**src/rtl/beep_scheduler_if.sv**
```systemverilog
// Request/enable bundle between the timekeeping logic, beep_scheduler and the tone driver.
// The master side issues ticks and requests; the slave side (the scheduler) returns the tone enables and status.
interface beep_scheduler_if;
    logic tick_1s;
    logic req_chime;
    logic req_alarm;
    logic stop_alarm;
    logic mute;
    logic en_500;
    logic en_1k;
    logic busy;
    logic alarm_on;

    modport master (
        output tick_1s, req_chime, req_alarm, stop_alarm, mute,
        input  en_500, en_1k, busy, alarm_on
    );

    modport slave (
        input  tick_1s, req_chime, req_alarm, stop_alarm, mute,
        output en_500, en_1k, busy, alarm_on
    );
endinterface

```
**src/rtl/beep_scheduler.sv**
```systemverilog
// Hourly-chime and alarm sequencer: drives the tone driver's 500 Hz / 1 kHz enables,
// stepping once per tick_1s. Alarm requests pre-empt any chime in progress.
module beep_scheduler #(
    parameter int CHIME_LOW_BEEPS = 4,
    parameter int ALARM_SECS      = 60
) (
    input  logic             clk,
    input  logic             rst,
    beep_scheduler_if.slave  bus
);
    localparam int BEEP_W = $clog2(CHIME_LOW_BEEPS + 1);
    localparam int SEC_W  = $clog2(ALARM_SECS + 1);
    localparam logic [BEEP_W-1:0] BEEP_LAST = BEEP_W'(CHIME_LOW_BEEPS);
    localparam logic [SEC_W-1:0]  SEC_LAST  = SEC_W'(ALARM_SECS - 1);

    typedef enum logic [2:0] {IDLE, CH_LOW, CH_GAP, CH_HIGH, ALARM} state_t;

    state_t            state, nxt;
    logic [BEEP_W-1:0] beep_cnt, beep_nxt;
    logic [SEC_W-1:0]  sec_cnt, sec_nxt;
    logic              low_flag, high_flag, busy_flag, alarm_flag;

    always_comb begin
        nxt      = state;
        beep_nxt = beep_cnt;
        sec_nxt  = sec_cnt;
        case (state)
            IDLE: begin
                if (bus.req_alarm) begin
                    nxt     = ALARM;
                    sec_nxt = '0;
                end else if (bus.req_chime) begin
                    nxt      = CH_LOW;
                    beep_nxt = BEEP_W'(1);
                end
            end
            CH_LOW, CH_GAP, CH_HIGH: begin
                // An alarm abandons the chime outright, even on a tick cycle.
                if (bus.req_alarm) begin
                    nxt      = ALARM;
                    sec_nxt  = '0;
                    beep_nxt = '0;
                end else if (bus.tick_1s) begin
                    case (state)
                        CH_LOW: nxt = CH_GAP;
                        CH_GAP: begin
                            if (beep_cnt == BEEP_LAST) begin
                                nxt = CH_HIGH;
                            end else begin
                                nxt      = CH_LOW;
                                beep_nxt = beep_cnt + BEEP_W'(1);
                            end
                        end
                        default: begin
                            nxt      = IDLE;
                            beep_nxt = '0;
                        end
                    endcase
                end
            end
            ALARM: begin
                if (bus.stop_alarm) begin
                    nxt     = IDLE;
                    sec_nxt = '0;
                end else if (bus.req_alarm) begin
                    sec_nxt = '0;
                end else if (bus.tick_1s) begin
                    // This tick completes the final second of the alarm.
                    if (sec_cnt == SEC_LAST) begin
                        nxt     = IDLE;
                        sec_nxt = '0;
                    end else begin
                        sec_nxt = sec_cnt + SEC_W'(1);
                    end
                end
            end
            default: begin
                nxt      = IDLE;
                beep_nxt = '0;
                sec_nxt  = '0;
            end
        endcase
    end

    always_ff @(posedge clk) begin
        if (rst) begin
            state      <= IDLE;
            beep_cnt   <= '0;
            sec_cnt    <= '0;
            low_flag   <= 1'b0;
            high_flag  <= 1'b0;
            busy_flag  <= 1'b0;
            alarm_flag <= 1'b0;
        end else begin
            state      <= nxt;
            beep_cnt   <= beep_nxt;
            sec_cnt    <= sec_nxt;
            low_flag   <= (nxt == CH_LOW);
            high_flag  <= (nxt == CH_HIGH) || (nxt == ALARM);
            busy_flag  <= (nxt != IDLE);
            alarm_flag <= (nxt == ALARM);
        end
    end

    // Mute gates the registered tone flags directly so it takes effect in the same cycle.
    assign bus.en_500   = low_flag  & ~bus.mute;
    assign bus.en_1k    = high_flag & ~bus.mute;
    assign bus.busy     = busy_flag;
    assign bus.alarm_on = alarm_flag;
endmodule

```
**src/flat_wrapper.sv**
```systemverilog
// flat-port wrapper written by rule: the top's interface ports become plain ports
module beep_scheduler_flat 
#(
    parameter int CHIME_LOW_BEEPS = 4,
    parameter int ALARM_SECS      = 60
)
  (clk, rst, bus_tick_1s, bus_req_chime, bus_req_alarm, bus_stop_alarm, bus_mute, bus_en_500, bus_en_1k, bus_busy, bus_alarm_on);
  beep_scheduler_if bus_i ();
  input  logic clk;
  input  logic rst;
  input wire logic [$bits(bus_i.tick_1s)-1:0] bus_tick_1s;
  input wire logic [$bits(bus_i.req_chime)-1:0] bus_req_chime;
  input wire logic [$bits(bus_i.req_alarm)-1:0] bus_req_alarm;
  input wire logic [$bits(bus_i.stop_alarm)-1:0] bus_stop_alarm;
  input wire logic [$bits(bus_i.mute)-1:0] bus_mute;
  output wire logic [$bits(bus_i.en_500)-1:0] bus_en_500;
  output wire logic [$bits(bus_i.en_1k)-1:0] bus_en_1k;
  output wire logic [$bits(bus_i.busy)-1:0] bus_busy;
  output wire logic [$bits(bus_i.alarm_on)-1:0] bus_alarm_on;
  assign bus_i.tick_1s = bus_tick_1s;
  assign bus_i.req_chime = bus_req_chime;
  assign bus_i.req_alarm = bus_req_alarm;
  assign bus_i.stop_alarm = bus_stop_alarm;
  assign bus_i.mute = bus_mute;
  assign bus_en_500 = bus_i.en_500;
  assign bus_en_1k = bus_i.en_1k;
  assign bus_busy = bus_i.busy;
  assign bus_alarm_on = bus_i.alarm_on;
  beep_scheduler #(.CHIME_LOW_BEEPS(CHIME_LOW_BEEPS), .ALARM_SECS(ALARM_SECS)) u_core (.clk(clk), .rst(rst), .bus(bus_i));
endmodule
```
**config.mk**
```make
export PLATFORM = sky130hd
export DESIGN_NAME = beep_scheduler_flat
export DESIGN_NICKNAME = d
export VERILOG_FILES = /design/src/rtl/beep_scheduler_if.sv /design/src/rtl/beep_scheduler.sv /design/src/flat_wrapper.sv
export SDC_FILE = /design/constraint.sdc
export NUM_CORES = 1
export LEC_CHECK = 0
export ABC_AREA = 1
export CAP_MARGIN = 25
export CORE_AREA = 2 2 42 52
export DETAILED_ROUTE_END_ITERATION = 16
export DIE_AREA = 0 0 44 54
export PLACE_DENSITY = 0.8
export SYNTH_ARGS = -nofsm -noshare
export SYNTH_HDL_FRONTEND = slang
export SYNTH_SLANG_ARGS = --single-unit
```
**constraint.sdc**
```tcl
create_clock -name clk -period 1.6 [get_ports clk]
set_clock_uncertainty 0.05 [all_clocks]
set_input_delay 0.24 -clock clk [delete_from_list [all_inputs] [get_ports clk]]
set_output_delay 0.24 -clock clk [all_outputs]
set_load 0.03 [all_outputs]
```
* Word level (Yosys, flattened, before mapping)
Cells that the tools add are included.
** Word-level totals
- Flip-flop bits (word level) :: 16
- Bits of input ports :: 7
- Output and inout port bits :: 4
** Cells by class
- $add $sub $neg :: 2
- Equal/unequal tests :: 16
- Multiplexer cells :: 24
- Bitwise logic cells :: 4
- Reductions and logical operators :: 7
** Operators by type and width (count)
- 2-to-1 mux 3 bit :: 13
- 2-to-1 mux 6 bit :: 5
- case mux 3 bit (3 select lines) :: 2
- case mux 3 bit (2 select lines) :: 2
- case mux 6 bit (2 select lines) :: 1
- equality test 3 x 2 -> 1 bit, second input constant :: 3
- equality test 3 bit, second input constant :: 3
- != test 4 bit, second input constant :: 2
- adder 6 x 1 -> 6 bit, second input constant :: 1
- equality test 3 x 1 -> 1 bit, second input constant :: 2
- equality test 6 bit, second input constant :: 1
- != test 3 bit, second input constant :: 2
- AND reduction 6 bit :: 1
- != test 2 bit, second input constant :: 2
- OR reduction 4 bit :: 1
- adder 3 x 1 -> 3 bit, second input constant :: 1
- zero test 3 bit :: 1
- nonzero test 3 bit :: 1
- OR reduction 3 bit :: 1
- bitwise AND 1 bit :: 2
- 2-to-1 mux 2 bit :: 1
- != test 2 x 1 -> 1 bit, second input constant :: 1
- inverter 1 bit :: 2
- AND reduction 2 bit :: 1
- logical OR 1 bit :: 1

* Longest topological paths before layout
- Word-level depth :: 8
- Mapped depth :: 11
- Gate-level depth less buffers :: 11

* Worst setup path before layout
Ideal clock, no wire load.
- Kind :: register -> register
- Start point :: register u_core.state[1]
- End point :: register u_core.sec_cnt[3]
- Setup time :: 0.064 ns
- Arrival :: 1.103 ns
- Setup slack :: 0.383 ns
- Stages on the path, launching flop included :: 10
- Period minus slack after synthesis :: 1.217 ns
- Path through :: dfxtp_1 nor2_4 nand2_2 nor2_4 nand3_4 nand2_4 inv_2 nand2_2 nand2_2 nor2_1
** Between the ends
- Word-level cells in the longest chain between the ends :: 4
- Elaborated cells between the ends (all ways) :: 10
- Classes of those cells :: 6 x eq/ne; 1 x mux; 3 x reduce/logical
** RTL lines
- from (decl) :: RTL line beep_scheduler.sv:18 : state_t state, nxt;
- from (signal assigned) :: RTL line beep_scheduler.sv:95 : state <= nxt;
- equality test 3 x 1 -> 1 bit (tied with other cells) :: RTL line beep_scheduler.sv:27 : case (state)
- OR reduction 4 bit (no line)
- != test 2 x 1 -> 1 bit (no line)
- AND reduction 2 bit (no line)
- to (signal assigned) :: RTL line beep_scheduler.sv:97 : sec_cnt <= sec_nxt;
- to (decl) :: RTL line beep_scheduler.sv:20 : logic [SEC_W-1:0] sec_cnt, sec_nxt;
Several ways; a longest one is shown, not always the timed one.
A chain may end at the register's enable or synchronous reset.

* Worst setup path in the final report
- Start point :: register u_core.state[1]
- End point :: register u_core.beep_cnt[0]
** Between the ends
- Word-level cells in the longest chain between the ends :: 5
- Elaborated cells between the ends (all ways) :: 17
- Classes of those cells :: 9 x eq/ne; 4 x mux; 1 x bitwise; 3 x reduce/logical
** RTL lines
- equality test 3 x 2 -> 1 bit / equality test 3 x 1 -> 1 bit (equally long branches) :: RTL line beep_scheduler.sv:27, beep_scheduler.sv:44
- case mux 3 bit (2 select lines) :: RTL line beep_scheduler.sv:44 : case (state)
- 2-to-1 mux 3 bit :: RTL line beep_scheduler.sv:43 : end else if (bus.tick_1s) begin
- 2-to-1 mux 3 bit :: RTL line beep_scheduler.sv:39 : if (bus.req_alarm) begin
- case mux 3 bit (3 select lines) :: RTL line beep_scheduler.sv:27
- to (signal assigned) :: RTL line beep_scheduler.sv:96 : beep_cnt <= beep_nxt;
- to (decl) :: RTL line beep_scheduler.sv:19 : logic [BEEP_W-1:0] beep_cnt, beep_nxt;
Several ways; a longest one is shown, not always the timed one. The select of a mux whose other input is x is not followed.

==> results.yml <==
clocking:
  cts.hold.buffers_added: 0
  post_cts_resize_count: 0
  cts.root.buffer_cell: "clkbuf_4"
  cts.repair_timing.setup_buffer_count: 0
  clock_pin_slew_reported_for_the_worst_setup_and_hold_paths_after_clock_tree_synthesis_ns: 0.09
  clock_sinks: 16
  cts_buffer_depth: 2
  cts.htree.levels: 1
  worst_skew_pair.late_latency_ns: 0.29
  cts_tree: "done"
  tritoncts.num_buffers: 3
run_status:
  run_status: "finished, final reports clean"
layout:
  fin_cells: 179
  num_antenna_cells: 0
  fin_nets: 170
  num-fill-cells: 189
  area_delta_synth_final_pct: 23.9
  final_core_utilization_pct: 57.9
  layout_cells_sized_above_1_pct: 15.7
placement:
  detailedPlacementHpwl_mm: 1.57
  quantity_of_i_o_buffers_inserted_on_ports: 10
  routabilityCongestion: 0.907
  post-place-cells: 175
timing:
  timing.max_slew.rel_slack_pct: 78.8
  slew_limit_fails: 0
  setup-violations-final: 0
  timing.final.hold_violations: 0
  worst_pin_slew_ns: 0.317
  setup-tns-final_ns: 0
  max_freq_ghz: 0.719
  finalCriticalPeriod_ns: 1.39
  fin_crit_sh_pct: 87.0
  rsz0062_at_grt: "no"
setup_path:
  setup.worst_path.end_class: "flip-flop"
  cp_max_fo: 5
  critPathRequiredTime_ns: 1.75
  critical_path.startpoint_type: "flip-flop"
  crit_type: "flip-flop to flip-flop"
  crit_arrival_ns: 1.54
yosys:
  netlist_top_cells_count: "nand2_1, nor2_1, inv_1, dfxtp_1, nand3_1"
  asyncSetResetFlopFracSynth_pct: 0
  ys_warn_count: 0
  yosysSeqAreaShare_pct: 35.4
  post_synth_main_area_contributors: "dfxtp_1, nand2_1, nor2_1"
  synth_top_area_cell: "dfxtp_1"
  post-synth-top-count-cell: "nand2_1"
  synthDominantCellAreaShare_pct: 35.4
  mappedNetlistArea_um2: 906
  syn-num-nets: 148
  syn-instance-count: 138
  synth_edf_count: 0
  synth-seq-cells: 16
  synth-main-ff-cell: "dfxtp_1"
  yosysUniqueCellTypes: 19
  syn_area_per_cell_um2: 6.56
drt:
  remaining_drc_errors: 0
  first_iter_violations: 15
  routed_via_count: 925
  detailedRoute.firstPassIterationCount: 4
  route.antenna.remaining_nets: 0
  wl_per_cell_um: 10.9
  routed_via_count_divided_by_cell_count: 5.17
  detail_route.wirelength_mm: 1.95
global_route:
  global_route_wire_length_before_repair_mm: 3.39
  pin_count_of_the_biggest_net_entering_global_routing: 10
  global_route.usage.total_pct: 19.2
  grt_pass1_vias: 881
  grt.overflow.total: 0
  antenna_violations_before_repair: 0
die:
  fp.dieArea_um2: 2380
  die_height_um: 54
  core.rowCount: 18
  floorplan.core_area_um2: 1940
  dieWidth_um: 44
  floorplan.initialDensity_pct: 46.8
  ioPinCount: 11
pwr:
  cellPowerDensity_nw_per_um2: 770
  leakage_power_of_the_design_uw: 0.000555
  power.ir.vdd_worst_v: 0.000391
  design_power_total_uw: 864
worst_hold_path:
  min_path_type: "flip-flop to flip-flop"
flow_run:
  maxCapViolations: 0
-- stage by stage --
step           instance area (um^2)  hold WS (ns)  setup slack [ns]
2_1_floorplan                   906         0.259             0.383
3_3_place_gp                   1080         0.431            0.0181
3_5_place_dp                   1080         0.443           0.00320
4_1_cts                        1120         0.457            0.0347
5_1_grt                        1120         0.484            0.0179
6_report                       1120         0.457             0.208
-- worst max-delay path, cell delays in order, from the launching register on --
cell     delay [ns]
dfxtp_1        0.45
nand2_1        0.13
nor2_1         0.15
nand2_1        0.07
nand2_1        0.08
nand2_1        0.10
nand2_1        0.12
nand2_1        0.06
nand2_1        0.05
nor2_1         0.04
-- layer usage --
metal  vias to the layer above  global-route usage, %  wire length (um)
li1                        481                      -                 -
met1                       409                   20.2               843
met2                        25                   34.3               968
met3                        10                   4.03                82
met4                         0                   12.1                59
met5                         -                      0                 0
-- area by class of cell --
type | instances | area [um^2] | area share, %
repair buffers | 18 | 160 | 14.3
flip-flops and latches | 16 | 320 | 28.5
clock buffers | 4 | 36.3 | 3.23
inverters | 21 | 78.8 | 7.02
well taps | 20 | 25.0 | 2.23
multi-input cells | 100 | 502 | 44.7
-- registers in the layout, summed over array words and instances, names as in the netlist --
register             flops
u_core.sec_cnt           6
u_core.bus.busy          1
u_core.high_flag         1
u_core.low_flag          1
u_core.beep_cnt          3
u_core.bus.alarm_on      1
u_core.state             3
-- power by group --
group          switching [uW]  internal, uW  leakage (uW)
clock                     131           139     0.0000210
combinational            95.3          70.0      0.000403
sequential               13.0           417      0.000131
total                     239           625      0.000555
-- cells by family after synthesis --
| group | after synthesis | share of synthesized area, % |
|---|---|---|
| compound gates | 7 | 4.42 |
| buf+inv | 22 | 9.25 |
| fa+ha+maj | 3 | 4.14 |
| xor+xnor | 1 | 0.967 |
| simple gates | 89 | 45.9 |
| flops | 16 | 35.4 |
-- final timing paths --
check                           slack (ns)                  to  cells past startpoint                from
worst min-delay path                  0.46  u_core.beep_cnt[2]                      2  u_core.beep_cnt[2]
worst min register to register        0.46  u_core.beep_cnt[2]                      2  u_core.beep_cnt[2]
worst max register to register        0.21  u_core.beep_cnt[0]                      9     u_core.state[1]
worst max-delay path                  0.21  u_core.beep_cnt[0]                      9     u_core.state[1]
-- layout by cell type (no fill, tap or decap), drive strengths merged --
cell            n
nor2           27
xnor2           1
dfxtp          16
nor3            2
clkdlybuf4s50   6
ha              3
nand2          40
o31ai           1
dlymetal6s2s    2
inv            21
a21oi           5
clkbuf          4
nand3          15
a22oi           1
nand4           5
buf            10
No activity file was read; power rests on OpenSTA's default activity.
